$ cat config.mk
export PLATFORM = sky130hd
export DESIGN_NAME = channel_forward_mux
export DESIGN_NICKNAME = d
export VERILOG_FILES = /design/src/rtl/channel_forward_mux.sv
export SDC_FILE = /design/constraint.sdc
export NUM_CORES = 1
export LEC_CHECK = 0
export ABC_AREA = 1
export BUFFER_PORTS_ARGS = -buffer_cell sky130_fd_sc_hd__buf_4
export CORE_MARGIN = 8
export CORE_UTILIZATION = 58
export CTS_CLUSTER_SIZE = 8
export DETAILED_ROUTE_END_ITERATION = 8
export GPL_ROUTABILITY_DRIVEN = 0
export PLACE_DENSITY = 0.86
export SETUP_SLACK_MARGIN = 0.2
export SLEW_MARGIN = 40
export SYNTH_ARGS = -nofsm -noshare
export SYNTH_HDL_FRONTEND = slang
export SYNTH_SLANG_ARGS = --single-unit
$ cat constraint.sdc
create_clock -name clk -period 4.6 [get_ports clk]
set_input_delay 1.38 -clock clk [delete_from_list [all_inputs] [get_ports clk]]
set_output_delay 1.38 -clock clk [all_outputs]
set_load 0.02 [all_outputs]
$ cat src/rtl/channel_forward_mux.sv
// rtl/channel_forward_mux.sv - round-robin multi-channel forwarder with overrun tracking
// Per-channel holding registers drained onto one channel-tagged valid/ready stream.
module channel_forward_mux #(
  parameter int  DATA_WIDTH    = 32,
  parameter int  CHANNEL_COUNT = 4,
  parameter bit  OVERWRITE     = 1'b1,
  localparam int CW            = (CHANNEL_COUNT > 1) ? $clog2(CHANNEL_COUNT) : 1
) (
  input  logic                                clk,
  input  logic                                rstN,
  input  logic [CHANNEL_COUNT*DATA_WIDTH-1:0] inData,
  input  logic [CHANNEL_COUNT-1:0]            inStrobe,
  output logic [DATA_WIDTH-1:0]               outData,
  output logic [CW-1:0]                       outChannel,
  output logic                                outValid,
  input  logic                                outReady,
  output logic [CHANNEL_COUNT-1:0]            pending,
  output logic [CHANNEL_COUNT-1:0]            overrun,
  input  logic [CHANNEL_COUNT-1:0]            overrunClear
);

  logic [CHANNEL_COUNT-1:0][DATA_WIDTH-1:0] holding_q, holding_d;
  logic [CHANNEL_COUNT-1:0]                 pending_q, pending_d;
  logic [CHANNEL_COUNT-1:0]                 overrun_q, overrun_d;
  logic [DATA_WIDTH-1:0]                    out_data_q, out_data_d;
  logic [CW-1:0]                            out_channel_q, out_channel_d;
  logic                                     out_valid_q, out_valid_d;
  logic [CW-1:0]                            ptr_q, ptr_d;

  logic                                     slot_free;
  logic                                     grant;
  logic [CHANNEL_COUNT-1:0]                 above_ptr;
  logic [CHANNEL_COUNT-1:0]                 masked;
  logic [CHANNEL_COUNT-1:0]                 search;
  logic [CHANNEL_COUNT-1:0]                 sel_oh;
  logic [CHANNEL_COUNT-1:0]                 ovr_set;
  logic [CHANNEL_COUNT:0][CW-1:0]           idx_chain;
  logic [CHANNEL_COUNT:0][DATA_WIDTH-1:0]   data_chain;

  assign slot_free = !out_valid_q || outReady;
  assign grant     = slot_free && (|pending_q);
  assign masked    = pending_q & above_ptr;
  assign search    = (|masked) ? masked : pending_q;
  // Lowest set bit wins: channels above the last grant first, otherwise wrap to the bottom.
  assign sel_oh    = grant ? (search & (~search + CHANNEL_COUNT'(1))) : '0;

  assign idx_chain[0]  = '0;
  assign data_chain[0] = '0;

  for (genvar k = 0; k < CHANNEL_COUNT; k++) begin : g_chan
    logic [DATA_WIDTH-1:0] word;

    assign word             = inData[k*DATA_WIDTH +: DATA_WIDTH];
    assign above_ptr[k]     = CW'(k) > ptr_q;
    assign idx_chain[k+1]   = idx_chain[k] | (sel_oh[k] ? CW'(k) : '0);
    assign data_chain[k+1]  = data_chain[k] | (sel_oh[k] ? holding_q[k] : '0);

    // A grant on the same edge frees the register, so a strobe then is a clean refill.
    assign ovr_set[k]   = inStrobe[k] && pending_q[k] && !sel_oh[k];
    assign pending_d[k] = inStrobe[k] || (pending_q[k] && !sel_oh[k]);
    assign holding_d[k] = (inStrobe[k] && (OVERWRITE || !pending_q[k] || sel_oh[k]))
                          ? word : holding_q[k];
  end

  always_comb begin
    out_data_d    = out_data_q;
    out_channel_d = out_channel_q;
    out_valid_d   = out_valid_q;
    ptr_d         = ptr_q;
    overrun_d     = (overrun_q & ~overrunClear) | ovr_set;
    if (grant) begin
      out_data_d    = data_chain[CHANNEL_COUNT];
      out_channel_d = idx_chain[CHANNEL_COUNT];
      out_valid_d   = 1'b1;
      ptr_d         = idx_chain[CHANNEL_COUNT];
    end else if (slot_free) begin
      out_valid_d = 1'b0;
    end
  end

  always_ff @(posedge clk or negedge rstN) begin
    if (!rstN) begin
      holding_q     <= '0;
      pending_q     <= '0;
      overrun_q     <= '0;
      out_data_q    <= '0;
      out_channel_q <= '0;
      out_valid_q   <= 1'b0;
      ptr_q         <= CW'(CHANNEL_COUNT - 1);
    end else begin
      holding_q     <= holding_d;
      pending_q     <= pending_d;
      overrun_q     <= overrun_d;
      out_data_q    <= out_data_d;
      out_channel_q <= out_channel_d;
      out_valid_q   <= out_valid_d;
      ptr_q         <= ptr_d;
    end
  end

  assign outData    = out_data_q;
  assign outChannel = out_channel_q;
  assign outValid   = out_valid_q;
  assign pending    = pending_q;
  assign overrun    = overrun_q;

endmodule

==> results.tsv <==
metric	value	unit
status	finished clean	
slew_headroom	47.82	%
ant_nets	0	
grt_pass1_wl	32.99	mm
crit_type	input pin to flip-flop	
hold_violations	0	
core_area	12620	sq um
ys_seq_elements	173	
clk_latency	0.43	ns
die_h	129.6	um
area.growth.synth_to_final	27.92	%
drt_iter0_markers	714	
grt_pass1_vias	6100	
worstPathArrival	3.50	ns
synthTopCellsByArea	dfrtp_1 57%, mux2_2 14%, nand2_1 11%	
critPathCaptureType	flip-flop	
rows	41	
r2r_end	overrun[3]$_DFF_PN0_	
max_freq	0.3172	GHz
r2r_setup_slack	1.91	ns
yosysWarnings	0	
hold_buffers	0	
numCtsBuffers	17	
critPathCapture	overrun[3]$_DFF_PN0_	
syn_area_per_cell	10.38	sq um
viasPerCell	5.677	
yosysTopAreaCell	dfrtp_1	
cts_resized	0	
vias	6046	
drc	0	
routed_wl	21.40	mm
crit_fanout	37	
utilization	75.86	%
start_util	59.30	%
antenna_cells	0	
cp-start-kind	input pin	
grt-ovfl-total	0	
clock_sinks	173	
syn_area	7483	sq um
cts_setup_buffers	0	
synth_top_area_share	57.18	%
drv_cap	0	
root_buffer	clkbuf_16	
tightest_slew	0.7809	ns
clkSlewWorstSetupHoldPaths	0.07	ns
layout-drive-gt1-share	36.62	%
cts_max_path_buffers	2	
place_hpwl	14.52	mm
yosysUniqueCellTypes	26	
final.setup.tns	0	ns
startpoint	outReady	
antenna_found_initial	0	
setup_violations	0	
min_period	3.153	ns
worstRegToRegCells	10	
seq_area_frac_synth	57.88	%
fill_cells	847	
port_buffers	181	
hold_path.class	flip-flop to flip-flop	
r2r-start	pending[0]$_DFF_PN0_	
synth_cells	721	
peakVddDrop	0.3246	mV
slew_viol_final	0	
pin_count	182	
power	5.647	mW
p_per_area	589.8	nW/um^2
dieArea	16790	sq um
drtPass1Iterations	6	
nNetsFinal	1019	
rsz0062_at_grt	false	
skew	0.008675	ns
synth_fp_nets	860	
htreeDepth	4	
cp_data_required_time	4.94	ns
cellLeakagePower	4.636	nW
grt_usage	25.95	%
die_w	129.6	um
hold_depth	2	
tritoncts	yes	
min_period_over_period	68.54	%
wire_per_inst	20.09	um
grt_max_degree	85	
-- synthesized netlist by cell type (all sizes together) --
cell and instances:
nand2 211, dfrtp 171, mux2 96, nand3 69
nand4 65, inv 43, buf 31, clkbuf 15
nor2 5, o21ai 4, a21o 2, clkinv 2
dfstp 2, o211ai 2, o22ai 2, o21bai 1
-- cells by family (layout without fill, tap and decap cells) --
group / Yosys count / after routing / share of synthesized area, %
buffers and inverters: 91 / 263 / 5.166
muxes: 96 / 96 / 14.45
DFF: 173 / 173 / 57.88
and+or+nand+nor: 350 / 350 / 21.42
AOI/OAI and AO/OA: 11 / 11 / 1.087
-- worst max-delay path, cell delays in order --
cell	delay [ns]
buf_4	0.11
inv_1	0.04
nand2_1	0.09
nand2_4	0.35
clkinv_2	0.52
nand2_1	0.29
nor2_4	0.04
buf_4	0.26
nand2_1	0.19
nand2_1	0.10
o22ai_1	0.12
-- metrics by stage --
| step | cell area, sq um | std cells | hold WS (ns) | setup WS (ns) |
|---|---|---|---|---|
| floorplan | 7483 | 721 | 0.4425 | 2.163 |
| global placement | 8887 | 1032 | 0.4554 | 1.054 |
| detailed placement | 8904 | 1033 | 0.4589 | 1.054 |
| CTS | 9570 | 1065 | 0.4755 | 1.478 |
| global route | 9573 | 1065 | 0.4914 | 1.258 |
| finish | 9573 | 1065 | 0.4749 | 1.447 |
-- routing by layer --
layer  vias up  global-route usage, %  part of all wire [%]
li1       2747                      -                     -
met2       297                  40.31                    49
met4         0                  11.27                   2.8
met1      2959                  34.13                    41
met3        43                  6.286                   7.7
met5         -                      0                     0
-- report_power, final --
| part | internal, mW | switching (mW) |
|---|---|---|
| logic | 0.706 | 1.27 |
| registers | 1.84 | 0.220 |
| clock network | 0.988 | 0.623 |
-- placed cells by master, fill, tap and decap left out --
cell type,synthesis,layout
a21o_1,2,2
buf_12,0,1
buf_4,3,183
buf_8,0,1
bufinv_16,0,5
clkbuf_16,0,17
clkbuf_8,0,2
clkinv_2,1,2
clkinv_4,0,2
clkinvlp_4,0,3
dfrtp_1,171,171
dfstp_2,2,2
inv_1,40,40
inv_2,3,3
inv_6,0,3
inv_8,0,1
mux2_2,96,96
nand2_1,210,210
nand2_4,1,1
nand3_1,69,69
nand4_1,64,64
nand4_4,1,1
nor2_1,2,2
nor2_2,1,1
nor2_4,2,2
o211ai_1,2,2
o21ai_0,2,2
o21ai_1,1,1
o21ai_4,1,1
o21bai_1,1,1
o22ai_1,2,2
-- worst min-delay path by stage --
stage | start | endpoint
final | holding_q[104]$_DFFE_PN0P_ | holding_q[104]$_DFFE_PN0P_
after global routing | holding_q[98]$_DFFE_PN0P_ | holding_q[98]$_DFFE_PN0P_
after CTS | holding_q[117]$_DFFE_PN0P_ | holding_q[117]$_DFFE_PN0P_
after detailed placement | holding_q[104]$_DFFE_PN0P_ | holding_q[104]$_DFFE_PN0P_
after global placement | holding_q[103]$_DFFE_PN0P_ | holding_q[103]$_DFFE_PN0P_
after floorplan | holding_q[100]$_DFFE_PN0P_ | holding_q[100]$_DFFE_PN0P_
-- cell type report --
type                            count  area (sq um)  share of cell area [%]
Clock buffer                       18         439.2                   4.588
Clock inverter                     14         227.7                   2.379
Inverter                           45         171.4                   1.791
Multi-Input combinational cell    457          2765                   28.89
Sequential cell                   173          4332                   45.25
Tap cell                          172         215.2                   2.248
Timing Repair Buffer              186          1423                   14.86
-- registers in the layout, indices dropped and copies added (netlist names) --
name	flops
ptr_q	2
outData	32
pending	4
overrun	4
holding_q	128
outValid	1
outChannel	2
(Power assumes the default switching activity.)
